File: config.mk
export PLATFORM = sky130hd
export DESIGN_NAME = frame_timing_generator_prog
export DESIGN_NICKNAME = d
export VERILOG_FILES = /design/src/rtl/frame_timing_generator_prog.sv
export SDC_FILE = /design/constraint.sdc
export NUM_CORES = 1
export LEC_CHECK = 0
export CAP_MARGIN = 20
export CORE_ASPECT_RATIO = 1.5
export CORE_UTILIZATION = 56
export CTS_CLUSTER_DIAMETER = 60
export DETAILED_ROUTE_END_ITERATION = 7
export GPL_ROUTABILITY_DRIVEN = 0
export PLACE_DENSITY = 0.89
export SLEW_MARGIN = 30
export SYNTH_ARGS = -nofsm -noshare
export SYNTH_HDL_FRONTEND = slang
export SYNTH_SLANG_ARGS = --single-unit
File: constraint.sdc
create_clock -name clk -period 5.6 [get_ports clk]
set_clock_uncertainty 0.15 [all_clocks]
set_input_delay 1.12 -clock clk [delete_from_list [all_inputs] [get_ports clk]]
set_output_delay 1.12 -clock clk [all_outputs]
set_load 0.1 [all_outputs]
File: src/rtl/frame_timing_generator_prog.sv
// frame_timing_generator_prog: programmable fval/lval/dval frame timing with multi-pixel beats,
// per-frame latched geometry, enforced frame period, overrun/config error flags and frame counter.
module frame_timing_generator_prog #(
  parameter int PPC        = 1,
  parameter int MAX_WIDTH  = 4096,
  parameter int MAX_HEIGHT = 4096,
  parameter int TW         = 16,
  parameter int PW         = 32,
  parameter int XW         = $clog2(MAX_WIDTH+1),
  parameter int YW         = $clog2(MAX_HEIGHT+1)
) (
  input  logic           clk,
  input  logic           rstb,
  input  logic           en,
  input  logic           cont,
  input  logic [XW-1:0]  cfg_width,
  input  logic [YW-1:0]  cfg_height,
  input  logic [TW-1:0]  cfg_t_vb,
  input  logic [TW-1:0]  cfg_t_lb,
  input  logic [TW-1:0]  cfg_t_ls,
  input  logic [TW-1:0]  cfg_t_lh,
  input  logic [PW-1:0]  cfg_period,
  input  logic           clr_err,
  output logic           fval,
  output logic           lval,
  output logic           dval,
  output logic [PPC-1:0] lane_mask,
  output logic [XW-1:0]  pix,
  output logic [YW-1:0]  line,
  output logic           sof,
  output logic           eof,
  output logic [15:0]    frame_cnt,
  output logic           busy,
  output logic           overrun,
  output logic           cfg_err
);
  localparam int CW = TW > XW ? TW : XW;
  localparam int SH = $clog2(PPC);
  typedef enum logic [2:0] {IDLE, VBLANK, LBLANK, LSETUP, ACTIVE, LHOLD, FTAIL} state_t;
  state_t state_q, state_d;
  logic [CW-1:0] cnt_q, cnt_d, lim, vb_q, lb_q, ls_q, lh_q, bl_q;
  logic [PW-1:0] pc_q, pc_d, per_q;
  logic [PW:0] pc1;
  logic [YW-1:0] line_q, line_d, hl_q;
  logic [XW-1:0] pix_q, pix_d, wm1;
  logic [PPC-1:0] lm_last_q, lm_n, lm_d, ones;
  logic [15:0] fc_q, fc_d;
  logic fval_q, lval_q, dval_q, sof_q, eof_q, busy_q, ovr_q, cerr_q;
  logic fval_d, lval_d, dval_d, sof_d, eof_d, busy_d, ovr_d, cerr_d;
  logic last, done, start_req, bad, go;
  // Blanking fields are stored as terminal counts so a zero field still yields one cycle.
  function automatic logic [CW-1:0] lastc(input logic [TW-1:0] t);
    return (t == '0) ? '0 : CW'(t - TW'(1));
  endfunction
  assign ones      = '1;
  assign wm1       = cfg_width - XW'(1);
  assign lm_n      = ones >> (XW'(PPC-1) - (wm1 & XW'(PPC-1)));
  assign pc1       = {1'b0, pc_q} + (PW+1)'(1);
  assign done      = pc1 >= {1'b0, per_q};
  assign start_req = en && (state_q == IDLE || (state_q == FTAIL && done && cont));
  assign bad       = cfg_width == '0 || cfg_height == '0;
  assign go        = start_req && !bad;
  assign lim       = state_q == VBLANK ? vb_q : state_q == LBLANK ? lb_q :
                     state_q == LSETUP ? ls_q : state_q == ACTIVE ? bl_q : lh_q;
  assign last      = cnt_q == lim;
  always_comb begin
    state_d = state_q;
    line_d  = line_q;
    pix_d   = pix_q;
    case (state_q)
      IDLE:    state_d = go ? VBLANK : IDLE;
      VBLANK:  if (last) begin state_d = LBLANK; line_d = '0; end
      LBLANK:  if (last) state_d = LSETUP;
      LSETUP:  if (last) begin state_d = ACTIVE; pix_d = '0; end
      ACTIVE:  if (last) state_d = LHOLD; else pix_d = pix_q + XW'(PPC);
      LHOLD:   if (last) begin
        state_d = (line_q == hl_q) ? FTAIL : LBLANK;
        line_d  = (line_q == hl_q) ? line_q : line_q + YW'(1);
      end
      FTAIL:   if (done) state_d = go ? VBLANK : IDLE;
      default: state_d = IDLE;
    endcase
    cnt_d = (state_d == state_q && state_q != IDLE) ? cnt_q + CW'(1) : '0;
    pc_d  = go ? '0 : (state_q == IDLE ? pc_q : pc_q + PW'(1));
  end
  // Outputs are registered from the next state so they line up with the state they describe.
  assign fval_d = state_d inside {LBLANK, LSETUP, ACTIVE, LHOLD};
  assign lval_d = state_d inside {LSETUP, ACTIVE, LHOLD};
  assign dval_d = state_d == ACTIVE;
  assign lm_d   = !dval_d ? '0 : (cnt_d == bl_q) ? lm_last_q : ones;
  assign sof_d  = state_q == VBLANK && state_d == LBLANK;
  assign eof_d  = state_d == FTAIL && state_q != FTAIL;
  assign busy_d = state_d != IDLE;
  assign fc_d   = fc_q + 16'(state_q == FTAIL && done);
  assign ovr_d  = (state_q == FTAIL && eof_q && pc1 > {1'b0, per_q}) || (ovr_q && !clr_err);
  assign cerr_d = (start_req && bad) || (cerr_q && !clr_err);
  always_ff @(posedge clk or negedge rstb) begin
    if (!rstb) begin
      state_q <= IDLE;
      cnt_q <= '0;
      pc_q <= '0;
      line_q <= '0;
      pix_q <= '0;
      vb_q <= '0;
      lb_q <= '0;
      ls_q <= '0;
      lh_q <= '0;
      bl_q <= '0;
      hl_q <= '0;
      per_q <= '0;
      lm_last_q <= '0;
      fc_q <= '0;
      fval_q <= 1'b0;
      lval_q <= 1'b0;
      dval_q <= 1'b0;
      lane_mask <= '0;
      sof_q <= 1'b0;
      eof_q <= 1'b0;
      busy_q <= 1'b0;
      ovr_q <= 1'b0;
      cerr_q <= 1'b0;
    end else begin
      state_q <= state_d;
      cnt_q <= cnt_d;
      pc_q <= pc_d;
      line_q <= line_d;
      pix_q <= pix_d;
      if (go) begin
        vb_q <= lastc(cfg_t_vb);
        lb_q <= lastc(cfg_t_lb);
        ls_q <= lastc(cfg_t_ls);
        lh_q <= lastc(cfg_t_lh);
        bl_q <= CW'(wm1 >> SH);
        hl_q <= cfg_height - YW'(1);
        per_q <= cfg_period;
        lm_last_q <= lm_n;
      end
      fc_q <= fc_d;
      fval_q <= fval_d;
      lval_q <= lval_d;
      dval_q <= dval_d;
      lane_mask <= lm_d;
      sof_q <= sof_d;
      eof_q <= eof_d;
      busy_q <= busy_d;
      ovr_q <= ovr_d;
      cerr_q <= cerr_d;
    end
  end
  assign fval      = fval_q;
  assign lval      = lval_q;
  assign dval      = dval_q;
  assign pix       = pix_q;
  assign line      = line_q;
  assign sof       = sof_q;
  assign eof       = eof_q;
  assign frame_cnt = fc_q;
  assign busy      = busy_q;
  assign overrun   = ovr_q;
  assign cfg_err   = cerr_q;
endmodule
== Word-level counts from Yosys, hierarchy flattened ==
Cells that the tools add are included.

* Register bits: 225
* Bits of input ports: 127
* Output and inout port bits: 51
* Logic and storage cells: 120

* Add/subtract/negate cells: 12
* Order comparisons: 2
* Equal/unequal tests: 22
* Muxes and demuxes: 28
* Reduce and logical (&&, ||, !) cells: 33

{| class="wikitable"
|+ Operator list
! cell !! count
|-
| 2-to-1 mux 16 bit || 9
|-
| zero test 16 bit || 4
|-
| 2-to-1 mux 32 bit || 2
|-
| subtractor 16 x 1 -> 16 bit (second input constant) || 4
|-
| 2-to-1 mux 13 bit || 4
|-
| one-hot mux 13 bit (2 select lines) || 2
|-
| adder 32 x 1 -> 33 bit (second input constant) || 1
|-
| >= comparator 33 x 32 -> 1 bit || 1
|-
| greater-than comparator 33 x 32 -> 1 bit || 1
|-
| adder 32 x 1 -> 32 bit (second input constant) || 1
|-
| adder 13 x 1 -> 13 bit (second input constant) || 2
|-
| zero test 13 bit || 2
|-
| subtractor 13 x 1 -> 13 bit (second input constant) || 2
|-
| 2-to-1 mux 3 bit || 7
|-
| one-hot mux 3 bit (7 select lines) || 1
|-
| == test 3 bit (second input constant) || 6
|-
| adder 16 x 1 -> 16 bit || 1
|-
| adder 16 x 1 -> 16 bit (second input constant) || 1
|-
| == test 16 x 13 -> 1 bit || 1
|-
| == test 16 bit || 1
|-
| == test 13 bit || 1
|-
| == test 3 x 2 -> 1 bit (second input constant) || 4
|-
| logical AND 1 bit || 12
|-
| != test 2 bit (second input constant) || 6
|-
| other kinds (12) || 21
|}

== Longest topological paths before layout ==
Gate-level depths: netlist (run 1).

* Word-level depth: 16
* Mapped depth: 23
* Depth with buffers taken out: 21

== Worst setup path after synthesis (run 1) ==
OpenSTA, ideal clock, no wires.

* Kind: register -> register
* From: register pc_q[12]
* To: register fc_q[13], in the netlist frame_cnt[13]
* Data arrival time: 4409 ps
* Required time: 5292 ps
* Setup slack: 883 ps
* Cell stages (with the launch flop): 21
* Period minus slack after synthesis: 4717 ps
* Cells stage by stage: dfrtp_1 clkbuf_1 nand4_1 nor3_1 nand2_1 nor2_1 nand2_1 xnor2_1 ha_1 nand4_1 or4_1 nor4_1 or3_1 o31ai_1 a21boi_1 ha_1 nand3_1 or3_1 nor2_1 nand3_1 xnor2_1

* Longest elaborated chain between the ends: 4

{| class="wikitable"
|+ RTL lines
! item !! line !! text
|-
| start: declaration || 42 || <nowiki>logic [PW-1:0] pc_q, pc_d, per_q;</nowiki>
|-
| start signal: assignment || 125 || <nowiki>pc_q <= pc_d;</nowiki>
|-
| adder 32 x 1 -> 33 bit || 58 || <nowiki>assign pc1 = {1'b0, pc_q} + (PW+1)'(1);</nowiki>
|-
| >= comparator 33 x 32 -> 1 bit || 59 || <nowiki>assign done = pc1 >= {1'b0, per_q};</nowiki>
|-
| logical AND 1 bit || 94 || <nowiki>assign fc_d = fc_q + 16'(state_q == FTAIL && done);</nowiki>
|-
| adder 16 x 1 -> 16 bit || 94 ||
|-
| net fc_d[13] || 47 || <nowiki>logic [15:0] fc_q, fc_d;</nowiki>
|-
| end signal: assignment || 112 || <nowiki>fc_q <= '0;</nowiki>
|-
| end signal: assignment || 138 || <nowiki>fc_q <= fc_d;</nowiki>
|-
| end: declaration || 47 ||
|}

The timed path passes the listed nets, and every way through them passes these cells.
A chain may end at the register's enable or synchronous reset.

== Worst setup path after layout (run 1) ==
* From: register pc_q[0]
* To: register fc_q[15], in the netlist frame_cnt[15]

The elaborated chain is that of the path after synthesis.

==> impl_metrics.toml, run 1 <==
[layout]
fill_cells = 1763
n_antenna_cell = 0
nets = 1848
final_area_sq_um = 16400
drive_gt1_share_pct = 7.10
syn_to_final_growth_pct = 20.6
final_core_util_pct = 69.0

[clock_network]
cts_sinks = 225
cts_buffer_depth = 3
clk_pin_slew_worst_paths_ns = 0.06
clkLatencyLatePin_ns = 0.51
htreeDepth = 1
cts_tree = "built"
cts_root_buffer = "clkbuf_16"
cts.repair.resized = 0
postCtsHoldBufs = 0
cts_inserted_buffers = 22
postCtsSetupBuffers = 0

[grt]
grt_pass1_vias = 12000
overflow = 0
grt_max_degree = 120
grt.total_usage_pct = 29.1
antenna_found_initial = 0
grt_pass1_wl_mm = 57.5

[placement]
dpl-instance-area_sq_um = 15700
io_buffers = 177
place_ws_ns = 0.193
hpwl_mm = 26.7

[synth]
async_reset_ff_share_pct = 100
synth_fp_nets = 1696
synth_top_area_share_pct = 41.3
ys_ff_latch = 225
syn_area_sq_um = 13600
yosysUniqueCellTypes = 75
yosys-top-cells-area = "dfrtp_1, xnor2_1, nand2_1"
syn_inst = 1525
synth-edff-count = 0
synth_seq_area_share_pct = 41.3
syn_area_per_cell_sq_um = 8.94
ys.flop_type = "dfrtp_1"
synth_common_cells = "dfrtp_1, nand2_1, nor2_1"
synth.most_common_cell = "dfrtp_1"
synth_top_area_cell = "dfrtp_1"
ys_warn_count = 0

[floorplanning]
die_x_um = 129
core_area_sq_um = 23800
io_pins = 178
die_h_um = 193
die-area_sq_um = 25000
start_util_pct = 57.2
floorplan.rows = 69

[route]
drc = 0
drtIter0Drc = 1107
avgRoutedWirePerCell_um = 17.9
wirelength_mm = 36.0
routed_via_density = 6.00
first_pass_iters = 6
vias = 12000
route.antenna.remaining_nets = 0

[timing]
tightest_slew_ns = 1.04
fin_crit_ns = 5.26
fin_ws_ns = 0.337
finalSetupViolCount = 0
slew_headroom_pct = 30.5
slew_viol_final = 0
fin_tns_setup_ns = 0
hold_viol_final = 0
fin_crit_sh_pct = 94.0
max_freq_mhz = 190
rsz0062_at_grt = "no"

[critical_path]
path_max_fanout = 5
slowest_delay_ns = 0.61
arrival_ns = 5.52
path_delay_family = "simple AND/OR/NAND/NOR gates"
slowest_stage = "or4_1"
path_buf_inv = 0
end_kind = "register"
critPathRequiredTime_ns = 5.86
worstPathCellList = "ha_1, nand2_1, nor2_1, nand2_1, nor2_1, nand3_1, nor2_1, xor2_1, ha_1, nand4_1, or4_1, nor4_4, or3_1, o31ai_1, a21boi_1, ha_1, nand3_1, or3_1, nor2_2, nand3_1, xnor2_1"
crit_type = "register to register"
start_kind = "register"

[worst_hold_path]
hold_class = "register to register"

[status]
status = "finished clean"

[pwr]
pwr_density_cell_nw_per_um2 = 398
p_leak_uw = 0.00703
vdd_drop_max_uv = 276
power_uw = 6540

[job]
maxCapViolCount = 0
## state kept, by name (all words and copies together) (netlist names), 3 cells and up
name,cells
pc_q,32
per_q,32
cnt_q,16
frame_cnt,16
lb_q,16
lh_q,16
ls_q,16
vb_q,16
bl_q,13
hl_q,13
line,13
pix,13
state_q,3
## layout by cell type, fill, tap and decap left out, types with 18 or more instances in the layout
cell	n
a21oi_1	49
and3_1	25
clkbuf_16	23
clkdlybuf4s50_1	169
dfrtp_1	225
ha_1	44
inv_1	74
mux2i_1	18
nand2_1	205
nand3_1	47
nand4_1	26
nor2_1	135
nor3_1	43
o21ai_0	104
o31ai_1	53
or3_1	24
xnor2_1	120
xor2_1	72
## cell type report
cell class | count | area (sq um) | share of cell area, %
multi-input cells | 1156 | 7470 | 45.4
clock buffers | 30 | 642 | 3.90
flip-flops and latches | 225 | 5630 | 34.2
clock inverters | 6 | 80.1 | 0.487
repair buffers | 197 | 1940 | 11.8
inverters | 75 | 282 | 1.71
well taps | 319 | 399 | 2.43
## worst register-to-register path: stages (launching register included)
cell      delay (ns)
dfrtp_1         0.42
ha_1            0.25
nand2_1         0.08
nor2_1          0.23
nand2_1         0.16
nor2_1          0.12
nand3_1         0.22
nor2_1          0.20
xor2_1          0.09
ha_1            0.29
nand4_1         0.12
or4_1           0.61
nor4_4          0.38
or3_1           0.16
o31ai_1         0.08
a21boi_1        0.26
ha_1            0.25
nand3_1         0.14
or3_1           0.45
nor2_2          0.20
nand3_1         0.12
xnor2_1         0.19
## report_power, final
| part | switching [uW] | internal [uW] | leakage [uW] | total [uW] |
|---|---|---|---|---|
| clock | 599 | 888 | 0.000360 | 1490 |
| sequential | 544 | 2130 | 0.00288 | 2670 |
| combinational | 1360 | 1020 | 0.00379 | 2380 |
## metrics by stage
| step | hold WS, ns | instances |
|---|---|---|
| 2_1_floorplan | 0.285 | 1525 |
| 3_3_place_gp | 0.313 | 1971 |
| 3_5_place_dp | 0.307 | 1971 |
| 4_1_cts | 0.341 | 2007 |
| 5_1_grt | 0.352 | 2008 |
| 6_report | 0.339 | 2008 |
## cells by family (layout without fill, tap and decap cells)
group | Yosys count | count (layout) | share of synthesized area (%)
AOI/OAI and AO/OA | 278 | 278 | 13.0
xor gates and xnor gates | 192 | 192 | 12.3
and+or+nand+nor | 603 | 604 | 21.5
DFF | 225 | 225 | 41.3
adders and majority gates | 44 | 44 | 4.04
muxes | 38 | 38 | 3.50
buffers and inverters | 145 | 308 | 4.41
## layer usage
metal / share of wire, % / wire length [um] / up-vias / track usage (%)
met5: 0 / 0 / - / 0
met1: 36 / 12900 / 5726 / 30.9
li1: - / - / 5601 / -
met3: 6.6 / 2380 / 163 / 3.95
met4: 6.3 / 2270 / 0 / 17.6
met2: 51 / 18500 / 553 / 54.3
## worst paths after layout
check / startpoint / endpoint / slack (ns) / cells past startpoint
setup / recovery: pc_q[0] / frame_cnt[15] / 0.34 / 21
hold reg to reg: lb_q[5] / lb_q[5] / 0.34 / 2
setup reg to reg: pc_q[0] / frame_cnt[15] / 0.34 / 21
min in group asynchronous: rstb / frame_cnt[9] / 0.51 / 1
hold / removal: lb_q[5] / lb_q[5] / 0.34 / 2
max in group asynchronous: rstb / ls_q[6] / 3.66 / 2
Note: power is estimated with default switching activity, not from simulation.
==> run 2, diff against run 1 <==
REMOVE_ABC_BUFFERS = 1   (was default)
==> run 2 against run 1 <==
Compared with the run above: fmax is 0.15% lower; final cell count is 0.15% higher; die area stayed put; register-to-register slack hardly changed; critical path depth is 1 lower; non-clock buffer count is 2 lower; hold slack worse by 0.011 ns; sequential share of layout area hardly changed; first-iteration DRC count is 0.99% lower; core utilization hardly changed; clock-buffer cell count is 1 lower; critical path type unchanged; highest routed layer unchanged.
==> impl_metrics.toml, run 2 (synthesis results as in run 1) <==
[status]
status = "finished clean"

[layout]
final_area_sq_um = 16400
drive_gt1_share_pct = 6.74
finalNonFillerCells = 2011
layout_commonest_cell = "dfrtp_1"
nets = 1847
fill_cells = 1749
final_cell_mix = "dfrtp_1, nand2_1, clkdlybuf4s50_1"
largestRegisters = "pc_q (32), per_q (32)"
syn_to_final_growth_pct = 20.6
n_antenna_cell = 0

[timing]
slew_headroom_pct = 30.4
fin_tns_setup_ns = 0
tightest_slew_ns = 1.04
fin_crit_ns = 5.27
slew_viol_final = 0
fin_crit_sh_pct = 94.1
finalSetupViolCount = 0
hold_viol_final = 0
max_freq_mhz = 190

[placement]
dp_cells = 1969
dpl-instance-area_sq_um = 15700
io_buffers = 177
hpwl_mm = 26.0

[floorplanning]
io_pins = 178
floorplan.rows = 69
die_h_um = 193
die-area_sq_um = 25000
start_util_pct = 57.2
die_x_um = 129
core_area_sq_um = 23800

[clock_network]
htreeDepth = 1
cts_tree = "built"
cts_root_buffer = "clkbuf_16"
postCtsHoldBufs = 0
cts_sinks = 225
cts_inserted_buffers = 22
cts_buffer_depth = 3
clkLatencyLatePin_ns = 0.52
clk_pin_slew_worst_paths_ns = 0.06

[route]
routed_via_density = 6.03
met2_wirelength_mm = 18.6
first_pass_iters = 6
drtIter0Drc = 1096
met3_length_mm = 2.25
drc = 0
route.antenna.remaining_nets = 0
wirelength_mm = 36.0
wl_met1_mm = 12.9
dr.max_layer_used = "met4"
avgRoutedWirePerCell_um = 17.9
vias = 12100

[critical_path]
end_kind = "register"
start_kind = "register"
reg2regPathDepth = 20
critPathRequiredTime_ns = 5.84
r2r_start = "pc_q[2]"
r2r_setup_slack_ns = 0.33
r2r-end = "frame_cnt[15]"
crit_type = "register to register"
path_max_fanout = 5
arrival_ns = 5.51

[grt]
antenna_found_initial = 0
grt_pass1_vias = 12000
grt_max_degree = 114
grt_pass1_wl_mm = 56.4
grt.total_usage_pct = 28.5
overflow = 0

[worst_hold_path]
hp-start = "vb_q[15]"
hold_class = "register to register"
min_to = "vb_q[15]"
holdPathStages = 2

[pwr]
p_leak_uw = 0.00702
power_uw = 6570
pwr_density_cell_nw_per_um2 = 400
vdd_drop_max_uv = 230

[job]
maxCapViolCount = 0
[run 2: changes by cell type in the layout (fill, tap and decap cells not counted), moves of 2 or more]
cell             delta
buf_2               -3
clkinv_2            +2
clkbuf_8            -2
buf_12              -2
clkdlybuf4s50_1     +5
clkbuf_2            -2
[run 2: where the power goes]
part           internal [uW]  switching, uW  leakage, uW
Clock                    918            636     0.000373
Combinational           1010           1360      0.00376
Sequential              2130            521      0.00288
[run 2: metrics by stage]
| stage | hold WS (ns) | setup WS [ns] | utilization (%) |
|---|---|---|---|
| floorplan | 0.285 | -1.92 | - |
| global placement | 0.304 | 0.429 | 65.7 |
| detailed placement | 0.314 | 0.158 | 65.7 |
| CTS | 0.332 | 0.105 | 68.9 |
| global route | 0.363 | -0.00159 | 69.0 |
| finish | 0.328 | 0.329 | 69.0 |
[run 2: how the worst max path moves through the flow]
stage / startpoint / end / slack [ns] / cells after the start
after floorplan: pc_q[2] / pix[0] / -1.92 / 18
after global placement: pc_q[2] / ls_q[7] / 0.43 / 18
after detailed placement: pc_q[2] / lh_q[11] / 0.16 / 18
after CTS: pc_q[0] / lh_q[11] / 0.11 / 18
after global routing: pc_q[0] / frame_cnt[15] / -0.002 / 20
final: pc_q[2] / frame_cnt[15] / 0.33 / 20
[run 2: repair_timing]
action	CTS	global route
setup endpoints to repair	0	90
gates resized for setup	0	5
setup buffers	0	0
[run 2: critical path: stages (launching register included)]
cell      delay (ns)
dfrtp_1         0.43
nand3_1         0.23
nor2_2          0.25
and3_1          0.25
and3_1          0.24
nand3_1         0.17
nor2_1          0.15
xor2_1          0.08
ha_1            0.30
nand4_1         0.10
or4_1           0.55
nor4_2          0.39
or3_1           0.16
o31ai_1         0.08
a21boi_1        0.26
ha_1            0.25
nand3_1         0.13
or3_1           0.43
nor2_1          0.26
nand3_1         0.14
xnor2_1         0.15
[run 2: final cells by class]
cell class	count	area, sq um	share of cell area [%]
multi-input cells	1157	7450	45.3
flip-flops and latches	225	5630	34.2
repair buffers	195	1930	11.7
clock buffers	29	618	3.76
well taps	319	399	2.43
inverters	75	282	1.71
clock inverters	11	136	0.829
[run 2: layer usage]
metal / vias up / GRT usage, %
met1: 5784 / 30.5
met3: 163 / 3.20
met5: - / 0
met4: 0 / 18.1
li1: 5610 / -
met2: 565 / 52.9
